==> config.mk <==
export PLATFORM = sky130hd
export DESIGN_NAME = serial_packet_receiver
export DESIGN_NICKNAME = d
export VERILOG_FILES = /design/src/rtl/serial_packet_receiver.sv
export SDC_FILE = /design/constraint.sdc
export NUM_CORES = 1
export LEC_CHECK = 0
export ABC_AREA = 1
export BUFFER_PORTS_ARGS = -buffer_cell sky130_fd_sc_hd__buf_4
export CELL_PAD_IN_SITES_DETAIL_PLACEMENT = 0
export CELL_PAD_IN_SITES_GLOBAL_PLACEMENT = 1
export CORE_AREA = 10 10 144 146
export DETAILED_ROUTE_END_ITERATION = 12
export DIE_AREA = 0 0 154 156
export HOLD_SLACK_MARGIN = 0.06
export PLACE_DENSITY = 0.71
export SYNTH_ARGS = -nofsm -noshare
export SYNTH_HDL_FRONTEND = slang
export SYNTH_SLANG_ARGS = --single-unit
==> constraint.sdc <==
create_clock -name clk -period 5.54 [get_ports clk]
set_clock_uncertainty 0.2 [all_clocks]
set_input_delay 0.277 -clock clk [delete_from_list [all_inputs] [get_ports clk]]
set_output_delay 0.277 -clock clk [all_outputs]
set_load 0.01 [all_outputs]
==> src/rtl/serial_packet_receiver.sv <==
// Serial packet receiver: start-bit framed 40-bit words, MSB first.
// Guard-gap checking, audio-request strobe, 2-deep output FIFO.
module serial_packet_receiver #(
  parameter int          SYNC_STAGES      = 2,
  parameter int          MIN_GAP          = 3,
  parameter logic [39:0] AUDIO_REQ_WORD   = 40'h0700000000,
  parameter bit          FILTER_AUDIO_REQ = 1'b1
) (
  input  logic        clk,
  input  logic        rst_n,
  input  logic        sin,
  output logic [39:0] out_data,
  output logic        out_valid,
  input  logic        out_ready,
  output logic        audio_req,
  output logic        overrun,
  output logic        gap_error
);

  localparam logic [1:0] ST_IDLE   = 2'd0;
  localparam logic [1:0] ST_DATA   = 2'd1;
  localparam logic [1:0] ST_GAP    = 2'd2;
  localparam logic [1:0] ST_RESYNC = 2'd3;

  localparam logic [7:0] GAP_LAST  = 8'(MIN_GAP - 1);
  localparam logic [5:0] BIT_LAST  = 6'd39;

  logic        w_s;

  generate
    if (SYNC_STAGES == 0) begin : g_nosync
      assign w_s = sin;
    end else begin : g_sync
      logic [SYNC_STAGES-1:0] r_sync;

      // Synchronizer chain on the serial input
      always_ff @(posedge clk) begin
        if (!rst_n) begin
          r_sync <= '0;
        end else begin
          r_sync[0] <= sin;
          for (int i = 1; i < SYNC_STAGES; i++) begin
            r_sync[i] <= r_sync[i-1];
          end
        end
      end

      assign w_s = r_sync[SYNC_STAGES-1];
    end
  endgenerate

  logic [1:0]  r_state;
  logic [5:0]  r_bitcnt;
  logic [39:0] r_shift;
  logic [7:0]  r_gapcnt;

  logic [39:0] r_mem [2];
  logic        r_rd;
  logic        r_wr;
  logic [1:0]  r_cnt;

  logic        r_audio_req;
  logic        r_overrun;
  logic        r_gap_error;

  logic        w_last_bit;
  logic [39:0] w_word;
  logic        w_is_audio;
  logic        w_push;
  logic        w_pop;
  logic        w_full;
  logic        w_wr_en;
  logic        w_gap_done;

  // The word is complete in the same edge that shifts its last bit in
  assign w_last_bit = (r_state == ST_DATA) && (r_bitcnt == BIT_LAST);
  assign w_word     = {r_shift[38:0], w_s};
  assign w_is_audio = (w_word == AUDIO_REQ_WORD);
  assign w_push     = w_last_bit && !(FILTER_AUDIO_REQ && w_is_audio);
  assign w_full     = (r_cnt == 2'd2);
  assign w_pop      = out_valid && out_ready;
  assign w_wr_en    = w_push && (!w_full || w_pop);
  assign w_gap_done = !w_s && (r_gapcnt == GAP_LAST);

  // Framing FSM: start detect, data shift, guard gap, resync
  always_ff @(posedge clk) begin
    if (!rst_n) begin
      r_state  <= ST_IDLE;
      r_bitcnt <= '0;
      r_shift  <= '0;
      r_gapcnt <= '0;
    end else begin
      unique case (r_state)
        ST_IDLE: begin
          if (w_s) begin
            r_state  <= ST_DATA;
            r_bitcnt <= '0;
          end
        end
        ST_DATA: begin
          r_shift  <= w_word;
          r_bitcnt <= r_bitcnt + 6'd1;
          if (w_last_bit) begin
            r_state  <= (MIN_GAP == 0) ? ST_IDLE : ST_GAP;
            r_gapcnt <= '0;
          end
        end
        ST_GAP: begin
          if (w_s) begin
            r_state  <= ST_RESYNC;
            r_gapcnt <= '0;
          end else if (w_gap_done) begin
            r_state  <= ST_IDLE;
          end else begin
            r_gapcnt <= r_gapcnt + 8'd1;
          end
        end
        ST_RESYNC: begin
          if (w_s) begin
            r_gapcnt <= '0;
          end else if (w_gap_done) begin
            r_state  <= ST_IDLE;
          end else begin
            r_gapcnt <= r_gapcnt + 8'd1;
          end
        end
        default: begin
          r_state <= ST_IDLE;
        end
      endcase
    end
  end

  // One-cycle status strobes
  always_ff @(posedge clk) begin
    if (!rst_n) begin
      r_audio_req <= 1'b0;
      r_overrun   <= 1'b0;
      r_gap_error <= 1'b0;
    end else begin
      r_audio_req <= w_last_bit && w_is_audio;
      r_overrun   <= w_push && w_full && !w_pop;
      r_gap_error <= (r_state == ST_GAP) && w_s;
    end
  end

  // Two-entry FIFO; a push into a full FIFO only lands if the head leaves
  always_ff @(posedge clk) begin
    if (!rst_n) begin
      r_mem[0] <= '0;
      r_mem[1] <= '0;
      r_rd     <= 1'b0;
      r_wr     <= 1'b0;
      r_cnt    <= '0;
    end else begin
      if (w_wr_en) begin
        r_mem[r_wr] <= w_word;
        r_wr        <= ~r_wr;
      end
      if (w_pop) begin
        r_rd <= ~r_rd;
      end
      if (w_wr_en && !w_pop) begin
        r_cnt <= r_cnt + 2'd1;
      end else if (!w_wr_en && w_pop) begin
        r_cnt <= r_cnt - 2'd1;
      end
    end
  end

  assign out_valid = (r_cnt != 2'd0);
  assign out_data  = out_valid ? r_mem[r_rd] : '0;
  assign audio_req = r_audio_req;
  assign overrun   = r_overrun;
  assign gap_error = r_gap_error;

endmodule

; Word-level counts from Yosys, hierarchy flattened
; Memory sizes are Yosys's and may differ from the RTL's. A register that Yosys moved wholly into a read port is not among the register bits.
; Index checks and enable logic that the tools add are counted.
[word_totals]
regBits = 64
latchBits = 0
mem_bits_rw = 80
romBits = 0
inputBits = 4
out_inout_bits = 44
wordCells = 80
memories = 1
[memory_table]
columns = name, depth, word_bits, read_ports, rd_clocked_by_memory_dff, write_ports, line
row1 = r_mem, 2, 40, 1, 1, 2, 57  ; logic [39:0] r_mem [2];
[classes]
n_addsub = 4
multipliers = 0
n_div = 0
order_cmp = 0
n_eq_ne = 11
shift = 0
muxes = 24
n_bitwise = 2
n_reduce_logical = 27
[op_table]
columns = cell, count
row1 = $mux 40, 2
row2 = $eq 40x35->1 const B, 1
row3 = $reduce_or 40->1, 1
row4 = $mux 8, 3
row5 = $pmux 8 s2, 1
row6 = $mux 2, 7
row7 = $pmux 6 s2, 1
row8 = $logic_and 1x1->1, 11
row9 = $add 8x1->8 const B, 1
row10 = $eq 8x2->1 const B, 1
row11 = $mux 1, 8
row12 = $pmux 2 s4, 1
row13 = $reduce_bool 2->1, 4
row14 = $add 6x1->6 const B, 1
row15 = $eq 2x2->1 const B, 3
row16 = $eq 6x6->1 const B, 1
row17 = $mux 6, 1
row18 = $ne 2x2->1 const B, 3
row19 = $reduce_and 3->1, 2
row20 = $logic_not 1->1, 5
row21 = $ne 3x3->1 const B, 1
row22 = $add 2x1->2 const B, 1
row23 = $eq 2x1->1 const B, 1
row24 = $logic_not 2->1, 1
row25 = other kinds (5), 6

; Longest topological paths before layout
[logic_depth]
ltp_word = 9
mapped_depth = 14
mapped_depth_nobuf = 14

; Worst setup path after synthesis
; OpenSTA, ideal clock, no wires.
[synth_timing]
kind = register to register
startpoint = register r_bitcnt[0]
endpoint = memory r_mem[0][0] (enable)
setup_time_ns = 0.493
arrival_ns = 3.944
t_required_ns = 4.847
slack_ns = 0.904
path_stages_with_launch = 8
n_path_buf = 0
synth_period_minus_slack_ns = 4.636
cell_sequence = dfxtp_1 ha_1 nand2_1 nor2_1 nand3_4 nor2_4 nand2_1 o21ai_0
[synth_lines]
columns = element, line
row1 = from (decl), 53  ; logic [5:0] r_bitcnt;
row2 = from (signal assigned), 102  ; r_bitcnt <= r_bitcnt + 6'd1;
row3 = to (decl), 57

==> results.py <==
metrics = {
    "layout": {
        "multiInputGateArea_um2": 2060,
        "antenna_cells": 0,
        "syn2layout_area_growth_pct": 19.5,
        "num-nets-final": 728,
        "regArea_um2": 3700,
        "fin_cells": 962,
        "drive_above_1_share_pct": 16.1,
        "fill_cells": 1734,
        "final_area_um2": 7380,
        "fin_util_pct": 41.4,
    },
    "die": {
        "core_um2": 17800,
        "die_area_um2": 24000,
        "die_h_um": 156,
        "initial_core_util_pct": 34.6,
        "die_x_um": 154,
        "num_rows": 49,
        "ios": 48,
    },
    "power_and_ir_drop": {
        "p_leak_nw": 2.72,
        "ir_worst_vdd_uv": 246,
        "p_per_area_nw_per_um2": 364,
        "power.total_w": 0.00269,
    },
    "clock_network": {
        "cts_resized": 0,
        "h-tree-depth": 4,
        "cts-buffers-inserted": 17,
        "cts_sinks": 145,
        "clk_pin_slew_ns": 0.06,
        "clock_tree.buffer_depth": 2,
        "root_buffer": "clkbuf_16",
        "clk_latency_ns": 0.42,
        "cts_tree": "yes",
    },
    "worst_hold_path": {
        "hold_start": "rst_n",
        "holdCritPathClass": "in2reg",
        "holdPathStages": 3,
        "hold_end": "g_sync.r_sync[1]",
    },
    "grt": {
        "antenna_found_initial": 0,
        "overflow": 0,
        "grt_pass1_vias": 4525,
        "grt_pass1_wl_um": 22300,
        "grt_max_degree": 83,
        "grt_use_total_pct": 11.3,
    },
    "logic_synthesis": {
        "syn_nets": 690,
        "synthTopCellsByCount": "119 x nand2_1, 98 x a21oi_1, 87 x nor2_1, 80 x edfxtp_1, 68 x inv_1",
        "synthTopCellsByArea": "edfxtp_1 39%, dfxtp_1 21%, a21oi_1 7.9%",
        "syn_area_per_cell_um2": 9.05,
        "yosysSeqAreaShare_pct": 60.0,
        "synth_top_area_share_pct": 38.9,
        "yosys_warnings": 0,
        "yosysMostFrequentCell": "nand2_1",
        "synth_top_area_cell": "edfxtp_1",
        "synth-main-ff-cell": "edfxtp_1",
        "syn_inst": 682,
        "synthesis.area_um2": 6170,
        "synth_cell_types": 29,
        "ys_ff_latch": 145,
        "async_flop_share_pct": 0,
        "synth-edff-count": 80,
    },
    "worst_setup_path": {
        "worst_r2r_endpoint": "r_mem[1][14]",
        "reg2reg_slack_ns": 2.15,
        "crit_chain": "nor2_4, buf_4, nand3_4, nor2_4, nand3_2, buf_4, nand2_1, buf_4",
        "cp_common_cell": "buf_4",
        "slowest_stage": "buf_4",
        "cp-start-kind": "register",
        "critPathCaptureType": "register",
        "r2r-start": "r_state[1]",
        "slowest_delay_ns": 0.57,
        "cp_data_required_time_ns": 5.45,
        "worst-r2r-cell-count": 8,
        "crit_arrival_ns": 3.30,
        "path_max_fanout": 82,
        "crit_type": "reg2reg",
    },
    "routing": {
        "drc": 0,
        "drtIter0Drc": 261,
        "vias": 4539,
        "drt_wl_total_um": 13500,
        "ant_nets": 0,
        "firstDrtPassIters": 5,
        "vias_per_cell": 4.72,
        "post_drt_wl_per_cell_um": 14.0,
    },
    "placement": {
        "place_hpwl_um": 8720,
        "gp_congestion": 0.793,
        "placed_cells": 928,
        "portBuffers": 47,
        "place_area_um2": 6710,
    },
    "timing": {
        "maxSlewViolCount": 0,
        "finalCriticalPeriod_ns": 3.39,
        "fin_setup_tns_ns": 0,
        "setup_viol": 0,
        "fmax_mhz": 295,
        "max_slew_margin_pct": 30.6,
        "finalCritPeriodShare_pct": 61.1,
        "worst_pin_slew_ns": 1.04,
        "hold_viol": 0,
        "rsz0062_at_grt": "no",
    },
    "status": {
        "outcome": "finished clean",
    },
    "run": {
        "maxCapViolations": 0,
    },
}
==> kinds of logic (layout without fill, tap and decap cells) <==
logic type | count (synthesis) | count (layout) | share of synthesized area, %
buf+inv | 106 | 157 | 6.97
mux | 1 | 1 | 0.162
xor+xnor | 1 | 1 | 0.142
flops | 145 | 145 | 60.0
fa+ha+maj | 4 | 4 | 0.811
simple gates | 273 | 273 | 19.5
compound gates | 152 | 152 | 12.4
==> power by group <==
part / total [W] / switching [W] / internal (W)
clock network: 0.00125 / 0.000416 / 0.000835
logic: 0.000239 / 0.000161 / 0.0000780
registers: 0.00120 / 0.0000224 / 0.00118
total: 0.00269 / 0.000599 / 0.00209
==> through the flow <==
stage	hold WS [ns]	setup WS (ns)
2_1_floorplan	0.175	0.904
3_3_place_gp	0.195	2.23
3_5_place_dp	0.206	2.16
4_1_cts	0.101	2.15
5_1_grt	0.150	1.85
6_report	0.113	2.15
==> layer usage <==
metal | part of all wire [%] | vias up | track usage, %
li1 | - | 2338 | -
met1 | 46 | 2119 | 13.3
met2 | 49 | 68 | 18.9
met3 | 3.8 | 14 | 3.50
met4 | 1.5 | 0 | 4.32
met5 | 0 | - | 0
==> final cells by class <==
type                            instances  area share (%)
Multi-Input combinational cell        431            27.9
Sequential cell                       145            50.2
Tap cell                              229            3.88
Clock buffer                           18            5.82
Clock inverter                         14            2.95
Timing Repair Buffer                   56            5.77
Inverter                               69            3.51
==> critical path: cells and delay by family, from the launching register on <==
family                 cells  cell delay (ns)
AND/OR/NAND/NOR            5             1.23
buffers and inverters      3             1.18
flip-flops                 1             0.43
==> what timing repair did <==
action | in CTS | in global routing
buffers inserted | 0 | 0
endpoints found under the setup margin | 0 | 0
hold buffers | 2 | 0
endpoints found under the hold margin | 3 | 0
==> worst max-delay path by stage <==
stage | start | to | slack, ns | cells after the start
CTS | r_state[1] | r_mem[1][12] | 2.15 | 8
finish | r_state[1] | r_mem[1][14] | 2.15 | 8
global route | r_state[1] | r_mem[1][12] | 1.85 | 8
detailed placement | r_state[1] | r_mem[1][11] | 2.16 | 8
global placement | r_state[1] | r_mem[1][11] | 2.23 | 8
floorplan | r_bitcnt[0] | r_mem[0][0] | 0.90 | 7
==> registers in the layout, summed over array words and instances, names as in the netlist, named ones only <==
register / cells
overrun: 1
r_shift: 39
r_cnt: 2
r_wr: 1
gap_error: 1
g_sync.r_sync: 2
audio_req: 1
r_bitcnt: 6
r_gapcnt: 8
r_rd: 1
r_state: 2
r_mem: 80
==> placed cells by master (no fill, tap or decap) <==
cell	synthesis	layout
nand2_1	119	119
a21oi_1	98	98
nor2_1	87	86
edfxtp_1	80	80
inv_1	68	68
dfxtp_1	65	65
buf_4	1	54
o21ai_0	52	51
nor2_2	27	27
clkbuf_16	0	17
nand3_1	13	13
nand4_1	10	10
nor3_1	9	9
bufinv_16	0	6
clkinv_2	0	6
ha_1	4	4
nor2_4	2	3
clkinv_1	0	2
dlygate4sd3_1	0	2
inv_2	1	1
nand3_4	1	1
nand3_2	1	1
o21ai_4	0	1
nand4_4	1	1
o21bai_1	1	1
nor4_1	1	1
mux2i_1	1	1
nand3b_1	1	1
o21ai_1	1	1
and3_1	1	1
xor2_1	1	1
clkbuf_1	24	1
No activity file was read; power rests on OpenSTA's default activity.
